==> config.mk <==
export PLATFORM = sky130hd
export DESIGN_NAME = fp_stream_argmax
export DESIGN_NICKNAME = d
export VERILOG_FILES = /design/src/rtl/fp_pkg.sv /design/src/rtl/fp_cmp_core.sv /design/src/rtl/fp_stream_argmax.sv
export SDC_FILE = /design/constraint.sdc
export NUM_CORES = 1
export LEC_CHECK = 0
export CORE_AREA = 3 3 100 102
export DETAILED_ROUTE_END_ITERATION = 16
export DIE_AREA = 0 0 103 105
export PLACE_DENSITY_LB_ADDON = 0.25
export REMOVE_ABC_BUFFERS = 1
export SLEW_MARGIN = 40
export SYNTH_ARGS = -nofsm -noshare
export SYNTH_HDL_FRONTEND = slang
export SYNTH_SLANG_ARGS = --single-unit
==> constraint.sdc <==
create_clock -name aclk -period 7.65 [get_ports aclk]
set_clock_uncertainty 0.1 [all_clocks]
set_input_delay 1.53 -clock aclk [delete_from_list [all_inputs] [get_ports aclk]]
set_output_delay 1.53 -clock aclk [all_outputs]
set_load 0.05 [all_outputs]
==> src/rtl/fp_pkg.sv <==
// rtl/fp_pkg.sv - binary32 field view, constants and state encoding for the argmax stage
package fp_pkg;

    typedef struct packed {
        logic        sign;
        logic [7:0]  exp;
        logic [22:0] mant;
    } fp32_t;

    localparam logic [31:0] FP_QNAN    = 32'h7FC00000;
    localparam logic [7:0]  FP_EXP_MAX = 8'hFF;

    typedef enum logic [1:0] {
        ST_FIRST = 2'd0,
        ST_ACCUM = 2'd1,
        ST_DONE  = 2'd2
    } argmax_state_t;

    function automatic logic is_nan(input fp32_t v);
        return (v.exp == FP_EXP_MAX) && (v.mant != 23'd0);
    endfunction

endpackage

==> src/rtl/fp_cmp_core.sv <==
// rtl/fp_cmp_core.sv - combinational binary32 compare producing gt, eq and unordered
module fp_cmp_core
    import fp_pkg::*;
(
    input  fp32_t i_a,
    input  fp32_t i_b,
    output logic  o_gt,
    output logic  o_eq,
    output logic  o_unordered
);

    logic        w_a_zero;
    logic        w_b_zero;
    logic [30:0] w_a_mag;
    logic [30:0] w_b_mag;
    logic        w_gt_raw;
    logic        w_eq_raw;

    assign w_a_mag     = {i_a.exp, i_a.mant};
    assign w_b_mag     = {i_b.exp, i_b.mant};
    assign w_a_zero    = (w_a_mag == 31'd0);
    assign w_b_zero    = (w_b_mag == 31'd0);
    assign o_unordered = is_nan(i_a) || is_nan(i_b);

    // Sign-magnitude ordering; +0 and -0 are equal, denormals order by bit pattern
    always_comb begin
        w_eq_raw = (i_a == i_b) || (w_a_zero && w_b_zero);
        w_gt_raw = 1'b0;
        if (w_a_zero && w_b_zero) begin
            w_gt_raw = 1'b0;
        end else if (i_a.sign != i_b.sign) begin
            w_gt_raw = !i_a.sign;
        end else if (!i_a.sign) begin
            w_gt_raw = (w_a_mag > w_b_mag);
        end else begin
            w_gt_raw = (w_a_mag < w_b_mag);
        end
    end

    assign o_gt = w_gt_raw && !o_unordered;
    assign o_eq = w_eq_raw && !o_unordered;

endmodule

==> src/rtl/fp_stream_argmax.sv <==
// rtl/fp_stream_argmax.sv - per-packet running max and position of a binary32 stream (option: FP_ARGMAX_NAN_PROPAGATE_EN)
module fp_stream_argmax
    import fp_pkg::*;
#(
    parameter int IDX_W          = 16,
    parameter int TIE_KEEP_FIRST = 1
) (
    input  logic             aclk,
    input  logic             areset,
    input  logic             s_valid,
    output logic             s_ready,
    input  logic [31:0]      s_data,
    input  logic             s_last,
    output logic             m_valid,
    input  logic             m_ready,
    output logic [31:0]      m_max,
    output logic [IDX_W-1:0] m_index,
    output logic [IDX_W-1:0] m_count,
    output logic             m_overflow
);

    localparam logic TIE_REPLACES = (TIE_KEEP_FIRST == 0);

    argmax_state_t    r_state;
    logic             r_s_ready;
    logic             r_m_valid;
    logic [31:0]      r_max;
    logic [IDX_W-1:0] r_idx;
    logic [IDX_W-1:0] r_pos;
    logic             r_ovf;

    fp32_t            w_data;
    logic             w_s_fire;
    logic             w_d_nan;
    logic [IDX_W-1:0] w_pos_next;
    logic             w_gt;
    logic             w_eq;
    logic             w_unord;
    logic             w_ordered_win;
    logic             w_replace;
    logic [31:0]      w_load_val;

    assign w_data        = fp32_t'(s_data);
    assign w_s_fire      = s_valid && r_s_ready;
    assign w_d_nan       = is_nan(w_data);
    assign w_pos_next    = r_pos + {{(IDX_W-1){1'b0}}, 1'b1};
    assign w_ordered_win = !w_unord && (w_gt || (TIE_REPLACES && w_eq));

    fp_cmp_core u_cmp (
        .i_a         (w_data),
        .i_b         (fp32_t'(r_max)),
        .o_gt        (w_gt),
        .o_eq        (w_eq),
        .o_unordered (w_unord)
    );

`ifdef FP_ARGMAX_NAN_PROPAGATE_EN
    logic r_nan_lat;

    // Once a NaN has been seen the packet result is pinned to the canonical quiet NaN
    assign w_replace  = !r_nan_lat && (w_d_nan || w_ordered_win);
    assign w_load_val = w_d_nan ? FP_QNAN : s_data;

    // Remember that the current packet already latched a NaN
    always_ff @(posedge aclk) begin
        if (areset) begin
            r_nan_lat <= 1'b0;
        end else if (w_s_fire) begin
            if (r_state == ST_FIRST) begin
                r_nan_lat <= w_d_nan;
            end else if (w_d_nan) begin
                r_nan_lat <= 1'b1;
            end
        end
    end
`else
    logic w_max_nan;

    // A NaN can only sit in the max slot when it was the first element; any ordered value displaces it
    assign w_max_nan  = is_nan(fp32_t'(r_max));
    assign w_replace  = w_max_nan ? !w_d_nan : w_ordered_win;
    assign w_load_val = s_data;
`endif

    // Packet FSM: load first element, accumulate, then hold the result until taken
    always_ff @(posedge aclk) begin
        if (areset) begin
            r_state   <= ST_FIRST;
            r_s_ready <= 1'b0;
            r_m_valid <= 1'b0;
            r_max     <= 32'd0;
            r_idx     <= '0;
            r_pos     <= '0;
            r_ovf     <= 1'b0;
        end else begin
            case (r_state)
                ST_FIRST: begin
                    r_s_ready <= 1'b1;
                    if (w_s_fire) begin
                        r_max <= w_load_val;
                        r_idx <= '0;
                        r_pos <= '0;
                        r_ovf <= 1'b0;
                        if (s_last) begin
                            r_state   <= ST_DONE;
                            r_s_ready <= 1'b0;
                            r_m_valid <= 1'b1;
                        end else begin
                            r_state <= ST_ACCUM;
                        end
                    end
                end
                ST_ACCUM: begin
                    r_s_ready <= 1'b1;
                    if (w_s_fire) begin
                        r_pos <= w_pos_next;
                        if (w_pos_next == '0) begin
                            r_ovf <= 1'b1;
                        end
                        if (w_replace) begin
                            r_max <= w_load_val;
                            r_idx <= w_pos_next;
                        end
                        if (s_last) begin
                            r_state   <= ST_DONE;
                            r_s_ready <= 1'b0;
                            r_m_valid <= 1'b1;
                        end
                    end
                end
                ST_DONE: begin
                    if (m_ready) begin
                        r_state   <= ST_FIRST;
                        r_s_ready <= 1'b1;
                        r_m_valid <= 1'b0;
                        r_ovf     <= 1'b0;
                    end
                end
                default: begin
                    r_state   <= ST_FIRST;
                    r_s_ready <= 1'b0;
                    r_m_valid <= 1'b0;
                end
            endcase
        end
    end

    assign s_ready    = r_s_ready;
    assign m_valid    = r_m_valid;
    assign m_max      = r_max;
    assign m_index    = r_idx;
    assign m_count    = r_pos;
    assign m_overflow = r_ovf;

endmodule

# Word level (Yosys, flattened, before mapping)
# Cells that the tools add are included.
[totals]
in_bits = 37
ff_bits = 69
elab_cells = 79
output_inout_bits = 67
[op_classes]
n_eq_ne = 13
n_reduce_logical = 24
add_sub_neg = 1
muxes = 32
magnitude_cmp = 2
[op_table]
columns = ["cell", "n"]
rows = [
  ["$mux W32", 3],
  ["$mux W16", 4],
  ["$pmux W16 S2", 2],
  ["$pmux W32 S2", 1],
  ["$logic_not A31 Y1", 2],
  ["$reduce_bool A23 Y1", 2],
  ["$gt A31 B31 Y1", 1],
  ["$lt A31 B31 Y1", 1],
  ["$add A16 B1 Y16 const B", 1],
  ["$eq A8 B8 Y1 const B", 2],
  ["$logic_not A16 Y1", 1],
  ["$mux W1", 13],
  ["$ne A2 B2 Y1 const B", 6],
  ["$mux W2", 5],
  ["$reduce_and A4 Y1", 2],
  ["$logic_and A1 B1 Y1", 6],
  ["$pmux W2 S3", 1],
  ["$reduce_and A3 Y1", 2],
  ["$reduce_and A5 Y1", 1],
  ["$ne A2 B1 Y1 const B", 2],
  ["$pmux W1 S2", 2],
  ["$logic_not A1 Y1", 3],
  ["$pmux W1 S3", 1],
  ["$reduce_bool A3 Y1", 1],
  ["7 further kinds", 7],
]

# Depth between registers and ports, before layout
[logic_depth]
depth_word = 10
mapped_depth = 11
mapped_depth_nobuf = 9

# By module
# From an unflattened synthesis, not the netlist that was laid out.
[hier_totals]
hier_cells = 590
area_unflattened_um2 = 4430.5
[modules_own_cells]
columns = ["mod", "area_per_inst_um2", "cells_each", "instances"]
rows = [
  ["fp_stream_argmax", 3392.0, 440, 1],
  ["fp_cmp_core", 1038.5, 150, 1],
]

# Worst setup path after synthesis
# No wires, ideal clock.
[synth_timing]
path_type = "in2reg"
startpoint = "input s_data[2]"
endpoint = "register r_idx[10] (netlist: m_index[10])"
slack_ps = 3914
path_buffers = 2
t_arrival_ps = 3564
stages = 10
cell_sequence = "ha_1 > a21oi_1 > a21oi_1 > o31a_1 > o41a_1 > o21a_1 > buf_6 > o31ai_2 > buf_6 > mux2i_1"
[synth_via]
elab_chain_cells = 9
word_cells_on_any_way = 17
cone_classes = "order compare: 2; eq/ne: 1; mux: 4; reduce/logical: 10"
[synth_lines]
columns = ["element", "line", "rtl"]
rows = [
  ["start, declared", "fp_stream_argmax.sv:12", "input logic [31:0] s_data,"],
  ["$gt A31 B31 Y1 (tied with other cells)", "fp_cmp_core.sv:34", "w_gt_raw = (w_a_mag > w_b_mag);"],
  ["$mux W1 or $logic_and A1 B1 Y1 (tied branches)", "fp_cmp_core.sv:33, fp_pkg.sv:20", ""],
  ["$mux W1 or $logic_or A1 B1 Y1 (tied branches)", "fp_cmp_core.sv:31, fp_cmp_core.sv:23", ""],
  ["$mux W1 or $logic_not A1 Y1 (tied branches)", "fp_cmp_core.sv:29, fp_cmp_core.sv:40, fp_stream_argmax.sv:47", ""],
  ["$logic_and A1 B1 Y1", "fp_cmp_core.sv:40", "assign o_gt = w_gt_raw && !o_unordered;"],
  ["$logic_and A1 B1 Y1", "fp_stream_argmax.sv:47", "assign w_ordered_win = !w_unord && (w_gt || (TIE_REPLACES && w_eq));"],
  ["$mux W1 (*)", "fp_stream_argmax.sv:81", "assign w_replace = w_max_nan ? !w_d_nan : w_ordered_win;"],
  ["$ne A2 B2 Y1 (no source line) (*)", "--", ""],
  ["$reduce_and A4 Y1 (no source line) (*)", "--", ""],
  ["end signal, assigned", "fp_stream_argmax.sv:122", "r_idx <= w_pos_next;"],
  ["end, declared", "fp_stream_argmax.sv:28", "logic [IDX_W-1:0] r_idx;"],
]
# Mark *: on every way between the ends. The rest lies on a longest branch, timed or not.
# A chain may end at the register's enable or synchronous reset.

# Final worst setup path
[layout_timing]
startpoint = "input s_data[2]"
endpoint = "register r_idx[8] (netlist: m_index[8])"
# Same word-level chain as after synthesis.

==> results by stage <==
Logic synthesis:
- In this run, synthesis produced a sequential element count of a little under 70.
- The portion of synthesized cell area occupied by the leading cell type is a little over a quarter.
- The number of enable flip-flop cells after synthesis is 0.
- The flip-flop cell with the highest count after synthesis is sky130_fd_sc_hd__dfxtp_1.
- The number of distinct library cell variants in the gate-level netlist after synthesis is 62.
- By area the synthesized netlist is led by sky130_fd_sc_hd__dfxtp_1, sky130_fd_sc_hd__ha_1, sky130_fd_sc_hd__nand4b_1, sky130_fd_sc_hd__o2111ai_1, sky130_fd_sc_hd__a32oi_1.
- The most numerous cell in the Yosys netlist is sky130_fd_sc_hd__dfxtp_1.
- The sequential cell area fraction in the yosys report is between 20% and 30%.
- Yosys printed 0 warnings.
- The synthesized netlist cell count is ~660.
- The cell type contributing the most total cell area after synthesis is sky130_fd_sc_hd__dfxtp_1.
- The post-synth design cell area is between 5000 and 6000 um^2.
- The commonest cells after synthesis are sky130_fd_sc_hd__dfxtp_1, sky130_fd_sc_hd__nand3_1, sky130_fd_sc_hd__nand2_1.
- The synthesized area per cell is approximately 8 um^2.
- Of all flip-flops after synthesis, the portion carrying an async set or reset was 0%.

Worst setup path:
- The worst setup path is launched from a primary input.
- The slowest stage of the critical path is the sky130_fd_sc_hd__nor3_4 cell.
- Along the worst path, the maximum fanout reaches 24.
- The worst setup path is of the primary input to flop kind.
- In this run the register-to-register setup slack is about 4.3 ns.
- On the worst path, the slowest cell contributes a delay of just over 0.5 ns.
- The most frequent cell on the critical path is sky130_fd_sc_hd__a21oi_1.
- The destination of the worst register-to-register timing path is m_index[8]$_SDFFE_PP0P_.
- Data on the critical path is required at its endpoint by 7.76 ns.
- The type of element capturing the critical path is a flop.
- The cell type group with the largest total delay on the critical path is compound AO/OA/AOI/OAI gates.
- Together, buffers and inverters on the worst path number 2.
- The startpoint identified for the worst register-to-register timing path is m_max[4]$_SDFFE_PP0P_.
- The critical path data arrival time is about 4.6 ns.
- The worst register-to-register path has a depth of 10.
- Traced cell by cell, the critical path runs through clkdlybuf4s50_1 -> ha_1 -> a21oi_1 -> a21oi_1 -> o31a_1 -> o41a_1 -> nor3_4 -> buf_4 -> o31ai_4 -> mux2i_1.

STA:
- At the pin with the least slew margin, the transition time is 0.786 ns.
- The total of endpoints with negative setup slack in the final report is 0.
- The final number of max-transition violations is 0.
- The worst path in the final design needs a cycle of around 4.5 ns, including I/O delays and setup.
- The total negative slack for setup checks is 0 ns.
- The headroom to the max-slew limit is 47.6%.
- Setup repair after global routing left no endpoint under its margin.
- The final hold violation count is 0.
- In the finished design, the share of the clock period the worst path needs comes to between 50% and 60%.
- Derived from the worst setup path, the maximum achievable clock frequency is around 0.22 GHz.

Layout:
- The diode insertion count for antenna repair is 0.
- The number of filler cells placed in the layout is a little under 800.
- The area growth from synthesis to final layout is 22.8%.
- The sequential cell area is 1380 um^2.
- At the end of the flow the core is filled with cells to 69.4%.
- The multi-input logic area is 3400 um^2.
- The fraction of layout instances using a drive strength above 1 is under 10%.
- After the last flow step, the layout net total stands at 787.

Detailed routing:
- For this run, the detailed router's first-pass iteration total came to 5.
- The post-detailed-routing wire length is 15,800 um.
- The number of DRC markers in iteration 0 is 583.
- The post-route antenna net violation count is 0.
- For this run, design rule violations remaining after detail routing come to 0.
- After detailed routing, the average wire length per cell comes to about 19 um.
- The final route contains between 5k and 6k vias.
- The ratio of routed vias to standard cells is around 6.7.

Hold path:
- Along the worst hold path, the cell count comes to 2.
- For hold timing, the worst endpoint is m_valid$_SDFFE_PP0P_.
- The worst hold path startpoint is m_valid$_SDFFE_PP0P_.
- The path type of the worst min-delay path is flop to flop.

Die:
- The standard-cell row count is 35.
- The effective utilization at floorplan is approximately 57%.
- In this run the vertical extent of the chip is 105 um.
- In this run the count of I/O pins placed on the die edge is around 100.
- The die span in x is approximately 100 um.
- The die covers around 11,000 um^2.
- The core region area is 9200 um^2.

Clocking:
- Buffers inserted to repair hold after CTS numbered 0.
- The clock tree buffer depth is 2.
- Clock-pin slew was measured on the worst setup and hold paths at 0.08 ns.
- The root buffer cell chosen for the clock tree is sky130_fd_sc_hd__clkbuf_8.
- The clock net in this run drives a total of 69 sinks.
- The number of gates resized after CTS is 0.
- The clock latency at the later pin of the worst-skew pair is approximately 0.35 ns.
- TritonCTS built the clock tree.
- Post-CTS timing repair inserted 0 buffers for setup.
- The H-tree was split into 3 levels.
- The number of buffers added by the clock tree synthesis step is 9.

Flow run:
- Max-cap violations in this run came to 0.

Placed design:
- The wire-length estimate of the detail-placed layout is about 11,000 um.
- The congestion estimate from routability-driven global placement came to 0.946.
- The port buffer count is slightly above 100.

Global routing:
- Summed over all layers, the global routing overflow is 0.
- In the global route stage, overall resource usage came out at between 20% and 30%.
- The global-route wire length before repair is about 26,000 um.
- Entering global routing, the biggest net connects slightly above 80 pins.
- The via count of the first global-routing pass is 5,149.
- The number of antenna violations at the first check in global routing is 0.

Run status:
- The run finished with clean final reports.

Power:
- The worst IR drop on VDD is ~0.11 mV.
- For this design the ratio of total power to cell area is roughly 180 nW/um^2.
- The static leakage is 0.00218 uW.
-- sequential cells by signal, summed over array words and instances (netlist names) --
name / count
m_max: 32
m_count: 16
m_overflow: 1
s_ready: 1
m_index: 16
r_state: 2
m_valid: 1
-- kinds of logic after synthesis --
group                    Yosys count  share of synthesized area (%)
flip-flops                        69                           26.6
multiplexers                       9                           1.73
AO/OA/AOI/OAI                    151                           22.2
buffers and inverters             98                           8.35
XOR/XNOR                          14                           2.36
AND/OR/NAND/NOR                  282                           30.9
adder cells (fa/ha/maj)           33                           7.94
-- metal layers --
metal / track usage (%) / wire length (um)
met2: 43.6 / 7220
met5: 0 / 0
met3: 4.61 / 1370
met4: 7.96 / 243
met1: 43.3 / 6950
-- final cells by class --
class	count	share of cell area [%]
Clock buffer	11	2.21
Clock inverter	5	0.941
Inverter	37	2.21
Multi-Input combinational cell	489	53.3
Sequential cell	69	21.6
Tap cell	111	2.18
Timing Repair Buffer	111	17.5
-- cells in the final DEF (no fill, tap or decap), types with 2 or more instances in the layout --
master,n
sky130_fd_sc_hd__inv_1,35
sky130_fd_sc_hd__o211ai_1,2
sky130_fd_sc_hd__xnor2_1,7
sky130_fd_sc_hd__a21oi_1,29
sky130_fd_sc_hd__clkinv_4,2
sky130_fd_sc_hd__and3_1,3
sky130_fd_sc_hd__a221oi_1,2
sky130_fd_sc_hd__nor4_1,19
sky130_fd_sc_hd__mux2i_1,9
sky130_fd_sc_hd__nand4_1,15
sky130_fd_sc_hd__o31ai_1,2
sky130_fd_sc_hd__or3_1,5
sky130_fd_sc_hd__o2111ai_1,34
sky130_fd_sc_hd__nor2_1,36
sky130_fd_sc_hd__a22oi_1,3
sky130_fd_sc_hd__buf_4,5
sky130_fd_sc_hd__clkbuf_8,10
sky130_fd_sc_hd__xor2_1,7
sky130_fd_sc_hd__and2_1,3
sky130_fd_sc_hd__o21a_1,4
sky130_fd_sc_hd__or4_1,3
sky130_fd_sc_hd__ha_1,33
sky130_fd_sc_hd__clkdlybuf4s50_1,102
sky130_fd_sc_hd__nor3b_1,4
sky130_fd_sc_hd__nand4b_1,34
sky130_fd_sc_hd__and4_1,2
sky130_fd_sc_hd__nand3_1,56
sky130_fd_sc_hd__nand2_1,43
sky130_fd_sc_hd__nor2b_1,31
sky130_fd_sc_hd__a32oi_1,33
sky130_fd_sc_hd__o221ai_1,2
sky130_fd_sc_hd__dfxtp_1,69
sky130_fd_sc_hd__o21ai_0,17
sky130_fd_sc_hd__nor3_1,19
sky130_fd_sc_hd__a31oi_1,5
-- per-stage QoR --
step                power (uW)  area [um^2]  cells  setup WS, ns  hold slack, ns
finish                    1160         6380    833          3.15           0.360
global route              1220         6380    833          2.92           0.389
CTS                       1160         6370    832          3.15           0.364
detailed placement         852         6170    816          2.79           0.353
global placement           832         6120    814          2.79           0.347
floorplan                  686         4900    595          2.53           0.414
-- power breakdown --
part / internal [uW] / switching [uW]
clock network: 160 / 150
logic: 147 / 279
registers: 386 / 41.4
-- worst register-to-register path, cell delays in order, from the launching register on --
cell and delay (ns):
sky130_fd_sc_hd__dfxtp_1 0.42, sky130_fd_sc_hd__inv_1 0.06, sky130_fd_sc_hd__ha_1 0.31, sky130_fd_sc_hd__a211oi_2 0.20, sky130_fd_sc_hd__nor2_1 0.09, sky130_fd_sc_hd__o31a_1 0.26, sky130_fd_sc_hd__o41a_1 0.43, sky130_fd_sc_hd__nor3_4 0.51
sky130_fd_sc_hd__buf_4 0.42, sky130_fd_sc_hd__o31ai_4 0.20, sky130_fd_sc_hd__mux2i_1 0.19
-- how the worst max path moves through the flow --
stage                     startpoint                        to  slack (ns)  cells after the start
after floorplan            s_data[2]  m_index[13]$_SDFFE_PP0P_        2.53                      8
after global placement     s_data[2]   m_index[5]$_SDFFE_PP0P_        2.79                     10
after detailed placement  s_data[29]    m_max[20]$_SDFFE_PP0P_        2.79                      9
after CTS                 s_data[29]    m_max[20]$_SDFFE_PP0P_        3.15                      9
after global routing      s_data[22]   m_index[8]$_SDFFE_PP0P_        2.92                     10
final                      s_data[2]   m_index[8]$_SDFFE_PP0P_        3.15                     10
No activity file was read; power rests on OpenSTA's default activity.
